## config.mk

```make
export PLATFORM = sky130hd
export DESIGN_NAME = topview_sched
export DESIGN_NICKNAME = d
export VERILOG_FILES = /design/src/rtl/topview_sched.sv
export SDC_FILE = /design/constraint.sdc
export NUM_CORES = 1
export LEC_CHECK = 0
export BUFFER_PORTS_ARGS = -buffer_cell sky130_fd_sc_hd__buf_2
export CAP_MARGIN = 30
export CORE_AREA = 2 2 153 155
export DETAILED_ROUTE_END_ITERATION = 16
export DIE_AREA = 0 0 155 157
export PLACE_DENSITY_LB_ADDON = 0.1
export SETUP_SLACK_MARGIN = 0.2
export SYNTH_ARGS = -nofsm -noshare
export SYNTH_HDL_FRONTEND = slang
export SYNTH_SLANG_ARGS = --single-unit
```

## constraint.sdc

```tcl
create_clock -name clk -period 3.4 [get_ports clk]
set_input_delay 0.17 -clock clk [delete_from_list [all_inputs] [get_ports clk]]
set_output_delay 0.17 -clock clk [all_outputs]
set_load 0.01 [all_outputs]
```

## src/rtl/topview_sched.sv

```systemverilog
// topview_sched: round-robin sharing of one top-view transform unit with box range checks and timeout
module topview_sched #(
  parameter int NREQ = 2,
  parameter int IN_WIDTH = 640,
  parameter int IN_HEIGHT = 480,
  parameter int OUT_BITW = 32,
  parameter int TIMEOUT = 64,
  localparam int VW = $clog2(IN_HEIGHT) + 1,
  localparam int HW = $clog2(IN_WIDTH) + 1,
  localparam int IDW = (NREQ > 2) ? $clog2(NREQ) : 1
) (
  input  logic                       clk,
  input  logic                       n_rst,
  input  logic [NREQ-1:0]            req_valid,
  output logic [NREQ-1:0]            req_ready,
  input  logic [NREQ*VW-1:0]         req_start_v,
  input  logic [NREQ*VW-1:0]         req_end_v,
  input  logic [NREQ*HW-1:0]         req_start_h,
  input  logic [NREQ*HW-1:0]         req_end_h,
  output logic [VW-1:0]              tv_start_v,
  output logic [VW-1:0]              tv_end_v,
  output logic [HW-1:0]              tv_start_h,
  output logic [HW-1:0]              tv_end_h,
  output logic                       tv_start,
  input  logic                       tv_valid,
  input  logic signed [OUT_BITW-1:0] tv_out_start_v,
  input  logic signed [OUT_BITW-1:0] tv_out_end_v,
  input  logic signed [OUT_BITW-1:0] tv_out_start_h,
  input  logic signed [OUT_BITW-1:0] tv_out_end_h,
  output logic                       rsp_valid,
  input  logic                       rsp_ready,
  output logic [IDW-1:0]             rsp_id,
  output logic                       rsp_err,
  output logic signed [OUT_BITW-1:0] rsp_start_v,
  output logic signed [OUT_BITW-1:0] rsp_end_v,
  output logic signed [OUT_BITW-1:0] rsp_start_h,
  output logic signed [OUT_BITW-1:0] rsp_end_h
);
  localparam int CW = $clog2(TIMEOUT) + 1;
  typedef enum logic [1:0] {IDLE, ISSUE, WAIT, RESP} state_t;
  state_t state, state_nx;
  logic [IDW-1:0] rr, gid, j;
  logic found, legal, timeout;
  logic [CW-1:0] cnt;
  logic [VW-1:0] sv_a [NREQ];
  logic [VW-1:0] ev_a [NREQ];
  logic [HW-1:0] sh_a [NREQ];
  logic [HW-1:0] eh_a [NREQ];
  logic [VW-1:0] m_sv, m_ev;
  logic [HW-1:0] m_sh, m_eh;
  for (genvar g = 0; g < NREQ; g++) begin : g_unpack
    assign sv_a[g] = req_start_v[g*VW +: VW];
    assign ev_a[g] = req_end_v[g*VW +: VW];
    assign sh_a[g] = req_start_h[g*HW +: HW];
    assign eh_a[g] = req_end_h[g*HW +: HW];
  end
  always_comb begin
    found = 1'b0;
    gid = '0;
    j = '0;
    for (int k = NREQ - 1; k >= 0; k--) begin
      j = IDW'((int'(rr) + k) % NREQ);
      if (req_valid[j]) begin
        found = 1'b1;
        gid = j;
      end
    end
  end
  assign m_sv = sv_a[gid];
  assign m_ev = ev_a[gid];
  assign m_sh = sh_a[gid];
  assign m_eh = eh_a[gid];
  assign legal = (m_sv <= m_ev) && (m_sh <= m_eh) && (m_ev < VW'(IN_HEIGHT)) && (m_eh < HW'(IN_WIDTH));
  assign timeout = cnt == CW'(TIMEOUT - 1);
  assign req_ready = (state == IDLE && found) ? NREQ'(1) << gid : '0;
  assign tv_start = state == ISSUE;
  assign rsp_valid = state == RESP;
  always_ff @(posedge clk)
    state <= !n_rst ? IDLE : state_nx;
  always_comb begin
    state_nx = state;
    case (state)
      IDLE:    state_nx = found ? (legal ? ISSUE : RESP) : IDLE;
      ISSUE:   state_nx = WAIT;
      WAIT:    state_nx = (tv_valid || timeout) ? RESP : WAIT;
      default: state_nx = rsp_ready ? IDLE : RESP;
    endcase
  end
  always_ff @(posedge clk) begin
    if (!n_rst) begin
      rr <= '0;
      rsp_id <= '0;
      cnt <= '0;
      rsp_err <= 1'b0;
      tv_start_v <= '0;
      tv_end_v <= '0;
      tv_start_h <= '0;
      tv_end_h <= '0;
      rsp_start_v <= '0;
      rsp_end_v <= '0;
      rsp_start_h <= '0;
      rsp_end_h <= '0;
    end else begin
      cnt <= (state == WAIT) ? cnt + 1'b1 : '0;
      if (state == IDLE && found) begin
        rr <= (gid == IDW'(NREQ - 1)) ? '0 : gid + 1'b1;
        rsp_id <= gid;
        tv_start_v <= m_sv;
        tv_end_v <= m_ev;
        tv_start_h <= m_sh;
        tv_end_h <= m_eh;
        rsp_err <= !legal;
        if (!legal) begin
          rsp_start_v <= '0;
          rsp_end_v <= '0;
          rsp_start_h <= '0;
          rsp_end_h <= '0;
        end
      end
      if (state == WAIT && tv_valid) begin
        rsp_err <= 1'b0;
        rsp_start_v <= tv_out_start_v;
        rsp_end_v <= tv_out_end_v;
        rsp_start_h <= tv_out_start_h;
        rsp_end_h <= tv_out_end_h;
      end else if (state == WAIT && timeout) begin
        rsp_err <= 1'b1;
        rsp_start_v <= '0;
        rsp_end_v <= '0;
        rsp_start_h <= '0;
        rsp_end_h <= '0;
      end
    end
  end
endmodule

```

==> flow_metrics.env, run 1 <==
export IMPL_critPathLaunch="rr$_SDFFE_PN0P_"
export IMPL_cts_root_buf="clkbuf_16"
export IMPL_vias_per_cell=4.74
export IMPL_fin_nets=1398
export IMPL_synthFlopType="dfxtp_1"
export IMPL_worstPathRequired_ns=3.77
export IMPL_cts_buffer_depth=2
export IMPL_clock_fmax_mhz=325
export IMPL_fin_hold_ws_ns=0.0454
export IMPL_synth_top_area_share=0.514
export IMPL_yosysUniqueCellTypes=43
export IMPL_die_y_um=157
export IMPL_syn_nets=866
export IMPL_syn2layout_area_growth_pct=65.1
export IMPL_reg2reg_to="rsp_start_h[22]$_SDFFE_PN0P_"
export IMPL_htree_levels=4
export IMPL_cp_arrival_ns=3.45
export IMPL_place_gp_congestion=0.820
export IMPL_row_count=55
export IMPL_rsz0062_at_grt="no"
export IMPL_min_period_ns=3.07
export IMPL_tns_ns=0
export IMPL_tightest_slew_ns=0.898
export IMPL_final_cell_area_sq_mm=0.0117
export IMPL_placed_cells=1274
export IMPL_yosysMostFrequentCell="dfxtp_1"
export IMPL_maxCapViolations=0
export IMPL_core_sq_mm=0.0225
export IMPL_synth_area_top_cells="dfxtp_1, a22o_1, ha_1, o211a_1, mux2_2"
export IMPL_cts_tree="done"
export IMPL_place_area_sq_mm=0.00929
export IMPL_first_global_vias=6799
export IMPL_yosysSeqAreaShare=0.514
export IMPL_vias=6900
export IMPL_relSlewSlack=0.401
export IMPL_grt_pass1_wl_mm=36.4
export IMPL_path_class="register to register"
export IMPL_setup_viol=0
export IMPL_grt_overflow=0
export IMPL_hold_class="primary input to register"
export IMPL_cts_sinks=182
export IMPL_crit_path_end="rsp_start_h[22]$_SDFFE_PN0P_"
export IMPL_synth_edf_count=0
export IMPL_power_density_mw_per_mm2=607
export IMPL_critPathCaptureType="register"
export IMPL_cts_buffers=17
export IMPL_synth_top_cell_by_area="dfxtp_1"
export IMPL_rrSetupSlack_ns=0.33
export IMPL_drtIter0Drc=400
export IMPL_drc=0
export IMPL_globalRouteTotalUtil=0.189
export IMPL_wirelength_mm=25.0
export IMPL_synth_warnings=0
export IMPL_antenna_left=0
export IMPL_clk_insertion_delay_late_ns=0.43
export IMPL_io_buffers=393
export IMPL_hp_start="tv_valid"
export IMPL_maxSlewViolCount=0
export IMPL_cp_max_fo=8
export IMPL_drive_above_1_share=0.436
export IMPL_clkTransAtPathRegs_ns=0.08
export IMPL_finalCritPeriodShare=0.904
export IMPL_synth_seq_cells=182
export IMPL_yosys_top_cells_count="dfxtp_1, a22o_1, nor2_1"
export IMPL_hold_viol=0
export IMPL_synth_cells=623
export IMPL_dp_hpwl_mm=16.9
export IMPL_outcome="finished clean"
export IMPL_async_flop_share=0
export IMPL_p_leak_nw=5.90
export IMPL_grt_start_max_net_pins=57
export IMPL_rr_worst_depth=15
export IMPL_pin_count=394
export IMPL_avgSynthCellArea_sq_um=11.4
export IMPL_post_drt_wl_per_cell_um=17.1
export IMPL_clock_skew_ns=0.0114
export IMPL_die_w_um=155
export IMPL_ir_drop_v=0.000272
export IMPL_antenna_found_initial=5
export IMPL_startpoint_type="register"
export IMPL_p_total_w=0.00709
export IMPL_start_util=0.315
export IMPL_final_cells=1457
export IMPL_die_area_sq_mm=0.0243
export IMPL_firstDrtPassIters=4
export IMPL_r2r_start="rr$_SDFFE_PN0P_"
export IMPL_synth_area_sq_mm=0.00708
[critical path, stage by stage, from the launching register on]
cell       delay [ns]
dfxtp_2          0.32
nand2b_4         0.16
nand2_8          0.12
buf_12           0.14
mux2_2           0.37
ha_1             0.18
a211o_1          0.28
a21oi_1          0.10
o21ai_0          0.11
o21ai_1          0.17
buf_4            0.15
a21oi_2          0.07
nor3_4           0.30
clkbuf_16        0.25
clkbuf_16        0.16
a22o_1           0.13
[layout make-up]
| cell class | instances | area, sq um |
|---|---|---|
| Clock inverter | 14 | 161 |
| Fill cell | 2041 | 10800 |
| Sequential cell | 182 | 3640 |
| Inverter | 6 | 22.5 |
| Timing Repair Buffer | 561 | 3850 |
| Clock buffer | 18 | 439 |
| Antenna cell | 4 | 10.0 |
| Multi-Input combinational cell | 387 | 3200 |
| Tap cell | 285 | 357 |
[state kept, by name, indices dropped and copies added (netlist names)]
signal,flops
tv_end_h,11
state,2
rsp_end_v,32
rr,1
rsp_id,1
tv_start_h,11
rsp_err,1
rsp_start_h,32
cnt,7
tv_end_v,10
rsp_start_v,32
tv_start_v,10
rsp_end_h,32
[through the flow]
| step | setup WS (ns) | util |
|---|---|---|
| 2_1_floorplan | 0.208 | - |
| 3_3_place_gp | 0.116 | 0.413 |
| 3_5_place_dp | 0.135 | 0.413 |
| 4_1_cts | 0.195 | 0.499 |
| 5_1_grt | 0.208 | 0.519 |
| 6_report | 0.326 | 0.519 |
[power breakdown]
part | switching, W | internal, W | leakage [nW]
combinational | 0.00126 | 0.00120 | 4.13
clock | 0.000968 | 0.00101 | 0.294
sequential | 0.000174 | 0.00249 | 1.48
total | 0.00240 | 0.00469 | 5.90
[layer usage]
layer | GRT usage | vias up | wire length [um]
li1 | - | 3402 | -
met1 | 0.222 | 3173 | 10200
met2 | 0.324 | 277 | 12200
met3 | 0.0642 | 44 | 1920
met4 | 0.0653 | 4 | 621
met5 | 0 | - | 27
[kinds of logic (layout without fill, tap and decap cells)]
| logic type | count (synthesis) | after routing | synth area share |
|---|---|---|---|
| muxes | 41 | 41 | 0.0615 |
| adders and majority gates | 25 | 25 | 0.0442 |
| xor gates and xnor gates | 4 | 4 | 0.00495 |
| DFF | 182 | 182 | 0.514 |
| buffers and inverters | 54 | 599 | 0.0587 |
| and+or+nand+nor | 128 | 128 | 0.0901 |
| AOI/OAI and AO/OA | 189 | 189 | 0.226 |
| other | 0 | 4 | 0 |
[how the worst min path moves through the flow]
| stage | end | cells after the start |
|---|---|---|
| 2_1_floorplan | rsp_end_h[0]$_SDFFE_PN0P_ | 1 |
| 3_3_place_gp | rsp_end_v[10]$_SDFFE_PN0P_ | 2 |
| 3_5_place_dp | rsp_start_v[13]$_SDFFE_PN0P_ | 2 |
| 4_1_cts | rsp_err$_SDFFE_PP0P_ | 4 |
| 5_1_grt | rsp_err$_SDFFE_PP0P_ | 4 |
| 6_report | rsp_err$_SDFFE_PP0P_ | 4 |
[cell usage in the layout (no fill, tap or decap), types with 7 or more instances in the layout]
| cell | netlist | routed |
|---|---|---|
| buf_2 | 3 | 393 |
| nand4_1 | 8 | 8 |
| nand2_1 | 31 | 31 |
| ha_4 | 0 | 7 |
| a21oi_1 | 11 | 9 |
| mux2i_1 | 21 | 18 |
| a22o_1 | 128 | 128 |
| nor3b_1 | 20 | 20 |
| nor2_1 | 50 | 50 |
| clkbuf_16 | 0 | 25 |
| buf_4 | 0 | 19 |
| o211a_1 | 23 | 23 |
| ha_1 | 25 | 18 |
| mux2_2 | 20 | 15 |
| dlygate4sd3_1 | 0 | 128 |
| o21ai_0 | 8 | 7 |
| dfxtp_1 | 182 | 181 |
[repair_timing]
item / in CTS / in global routing
cloned: 1 / 9
setup buffers: 1 / 8
setup endpoints to repair: 122 / 128
hold buffers: 128 / 0
gates resized for setup: 4 / 27
pin swaps: 0 / 11
endpoints found under the hold margin: 128 / 0
Power figures use the tool's default switching activity.
==> inputs of run 2 (changes only) <==
Settings changed: ABC_CLOCK_PERIOD_IN_PS from default to 3400, PLACE_DENSITY from default to 0.73, PLACE_DENSITY_LB_ADDON 0.1 to default.
==> flow_metrics.env, run 2 (same netlist as run 1, synthesis figures left out) <==
export IMPL_slowest_delay_ns=0.38
export IMPL_setup_viol=0
export IMPL_wirelength_mm=27.6
export IMPL_vias_per_cell=4.96
export IMPL_firstDrtPassIters=4
export IMPL_hold_viol=0
export IMPL_p_sw_w=0.00252
export IMPL_path_buf_inv=5
export IMPL_maxSlewViolCount=0
export IMPL_drc=0
export IMPL_outcome="finished clean"
export IMPL_clk_insertion_delay_late_ns=0.43
export IMPL_min_period_ns=3.14
export IMPL_fin_hold_ws_ns=0.0548
export IMPL_relSlewSlack=0.555
export IMPL_first_global_vias=7036
export IMPL_syn2layout_area_growth_pct=65.1
export IMPL_slowest_stage="a311oi_2"
export IMPL_p_comb_frac=0.348
export IMPL_p_clk_frac=0.281
export IMPL_critPathCaptureType="register"
export IMPL_grt_start_max_net_pins=76
export IMPL_tns_ns=0
export IMPL_antenna_left=0
export IMPL_finalCritPeriodShare=0.925
export IMPL_htree_levels=4
export IMPL_io_buffers=393
export IMPL_clock_skew_ns=0.0137
export IMPL_row_count=55
export IMPL_power_internal_w=0.00472
export IMPL_p_leak_nw=5.90
export IMPL_die_w_um=155
export IMPL_grt_overflow=0
export IMPL_critPathLaunch="rr$_SDFFE_PN0P_"
export IMPL_cts_tree="done"
export IMPL_cts_root_buf="clkbuf_16"
export IMPL_clock_fmax_mhz=318
export IMPL_antenna_found_initial=6
export IMPL_place_gp_congestion=0.867
export IMPL_ir_drop_v=0.000335
export IMPL_worstPathRequired_ns=3.76
export IMPL_swShare=0.348
export IMPL_cts_buffer_depth=2
export IMPL_die_y_um=157
export IMPL_grt_pass1_wl_mm=38.7
export IMPL_r2r_start="rr$_SDFFE_PN0P_"
export IMPL_hp_start="tv_valid"
export IMPL_hold_class="primary input to register"
export IMPL_cts_sinks=182
export IMPL_drtIter0Drc=452
export IMPL_globalRouteTotalUtil=0.206
export IMPL_drive_above_1_share=0.435
export IMPL_vias=7234
export IMPL_p_seq_frac=0.370
export IMPL_startpoint_type="register"
export IMPL_cp_cell_sequence="nand2b_4 -> nand2_8 -> buf_12 -> buf_4 -> mux2_4 -> ha_4 -> nand4_1 -> a311oi_2 -> a21o_1 -> nor2_4 -> nor3_4 -> buf_12 -> clkbuf_16 -> clkbuf_16 -> a22o_1"
export IMPL_die_area_sq_mm=0.0243
export IMPL_mostFrequentLayoutCells="buf_2, dfxtp_1, a22o_1, dlygate4sd3_1, nor2_1"
export IMPL_final_common_cell="buf_2"
export IMPL_core_sq_mm=0.0225
export IMPL_power_density_mw_per_mm2=619
export IMPL_critPathTopFamily="buffers and inverters"
export IMPL_maxCapViolations=0
export IMPL_start_util=0.315
export IMPL_rsz0062_at_grt="yes"
export IMPL_cts_buffers=17
export IMPL_pin_count=394
export IMPL_cp_max_fo=12
export IMPL_tightest_slew_ns=0.661
export IMPL_path_class="register to register"
export IMPL_clkTransAtPathRegs_ns=0.08
export IMPL_dp_hpwl_mm=18.2
export IMPL_cp_arrival_ns=3.51
export IMPL_fin_nets=1398
export IMPL_post_drt_wl_per_cell_um=18.9
==> run 2: cell count changes in the layout (fill, tap and decap cells not counted), sizes merged <==
cell,delta
buf,+1
clkbuf,-2
clkinv,-1
diode,+1
inv,+2
==> run 2: stage by stage <==
stage               setup WS (ns)  cell area (sq um)  utilization  total power, W  instances
floorplan                   0.208               7080            -         0.00403        623
detailed placement         0.0996               9250        0.411         0.00477       1271
CTS                         0.182              11200        0.498         0.00697       1432
finish                      0.256              11700        0.519         0.00724       1458
global placement           0.0970               9240        0.411         0.00472       1270
global route                0.149              11700        0.519         0.00762       1456
==> run 2: final timing paths <==
path | endpoint | slack (ns) | cells past startpoint
worst max register to register | rsp_end_h[25]$_SDFFE_PN0P_ | 0.26 | 15
worst max-delay path | rsp_end_h[25]$_SDFFE_PN0P_ | 0.26 | 15
worst min-delay path | rsp_err$_SDFFE_PP0P_ | 0.05 | 4
worst min register to register | cnt[0]$_SDFF_PN0_ | 0.44 | 1
==> run 2: layout make-up <==
type | instances | area (sq um)
clock buffers | 17 | 425
fillers | 1892 | 10800
inverters | 6 | 22.5
diodes | 5 | 12.5
flip-flops and latches | 182 | 3640
well taps | 285 | 357
repair buffers | 561 | 3850
multi-input cells | 387 | 3180
clock inverters | 15 | 194
==> run 2: timing repair <==
item / in CTS / in global routing
gates cloned: 1 / 7
resized for setup: 5 / 31
endpoints found under the hold margin: 128 / 0
hold buffers: 128 / 0
buffers inserted: 0 / 14
pin swaps: 0 / 9
setup endpoints to repair: 124 / 129
==> run 2: power by group through the flow <==
stage          sequential (W)  combinational (W)  clock [W]
2_1_floorplan         0.00286            0.00117          0
3_3_place_gp          0.00271            0.00202          0
3_5_place_dp          0.00271            0.00206          0
4_1_cts               0.00267            0.00220    0.00210
5_1_grt               0.00272            0.00272    0.00218
6_report              0.00268            0.00252    0.00204
==> run 2: per-layer routing <==
metal	share of wire	global-route usage	vias up
met5	0.00047	0	-
met4	0.039	0.0966	2
met3	0.080	0.0666	50
met2	0.52	0.383	362
met1	0.37	0.210	3418
li1	-	-	3402
==> run 2: worst register-to-register path: cells and delay by family (launching register included) <==
family	cells	cell delay [ns]
compound gates	3	0.73
fa+ha+maj	1	0.28
buf+inv	5	0.77
flops	1	0.33
mux	1	0.33
simple gates	5	0.63
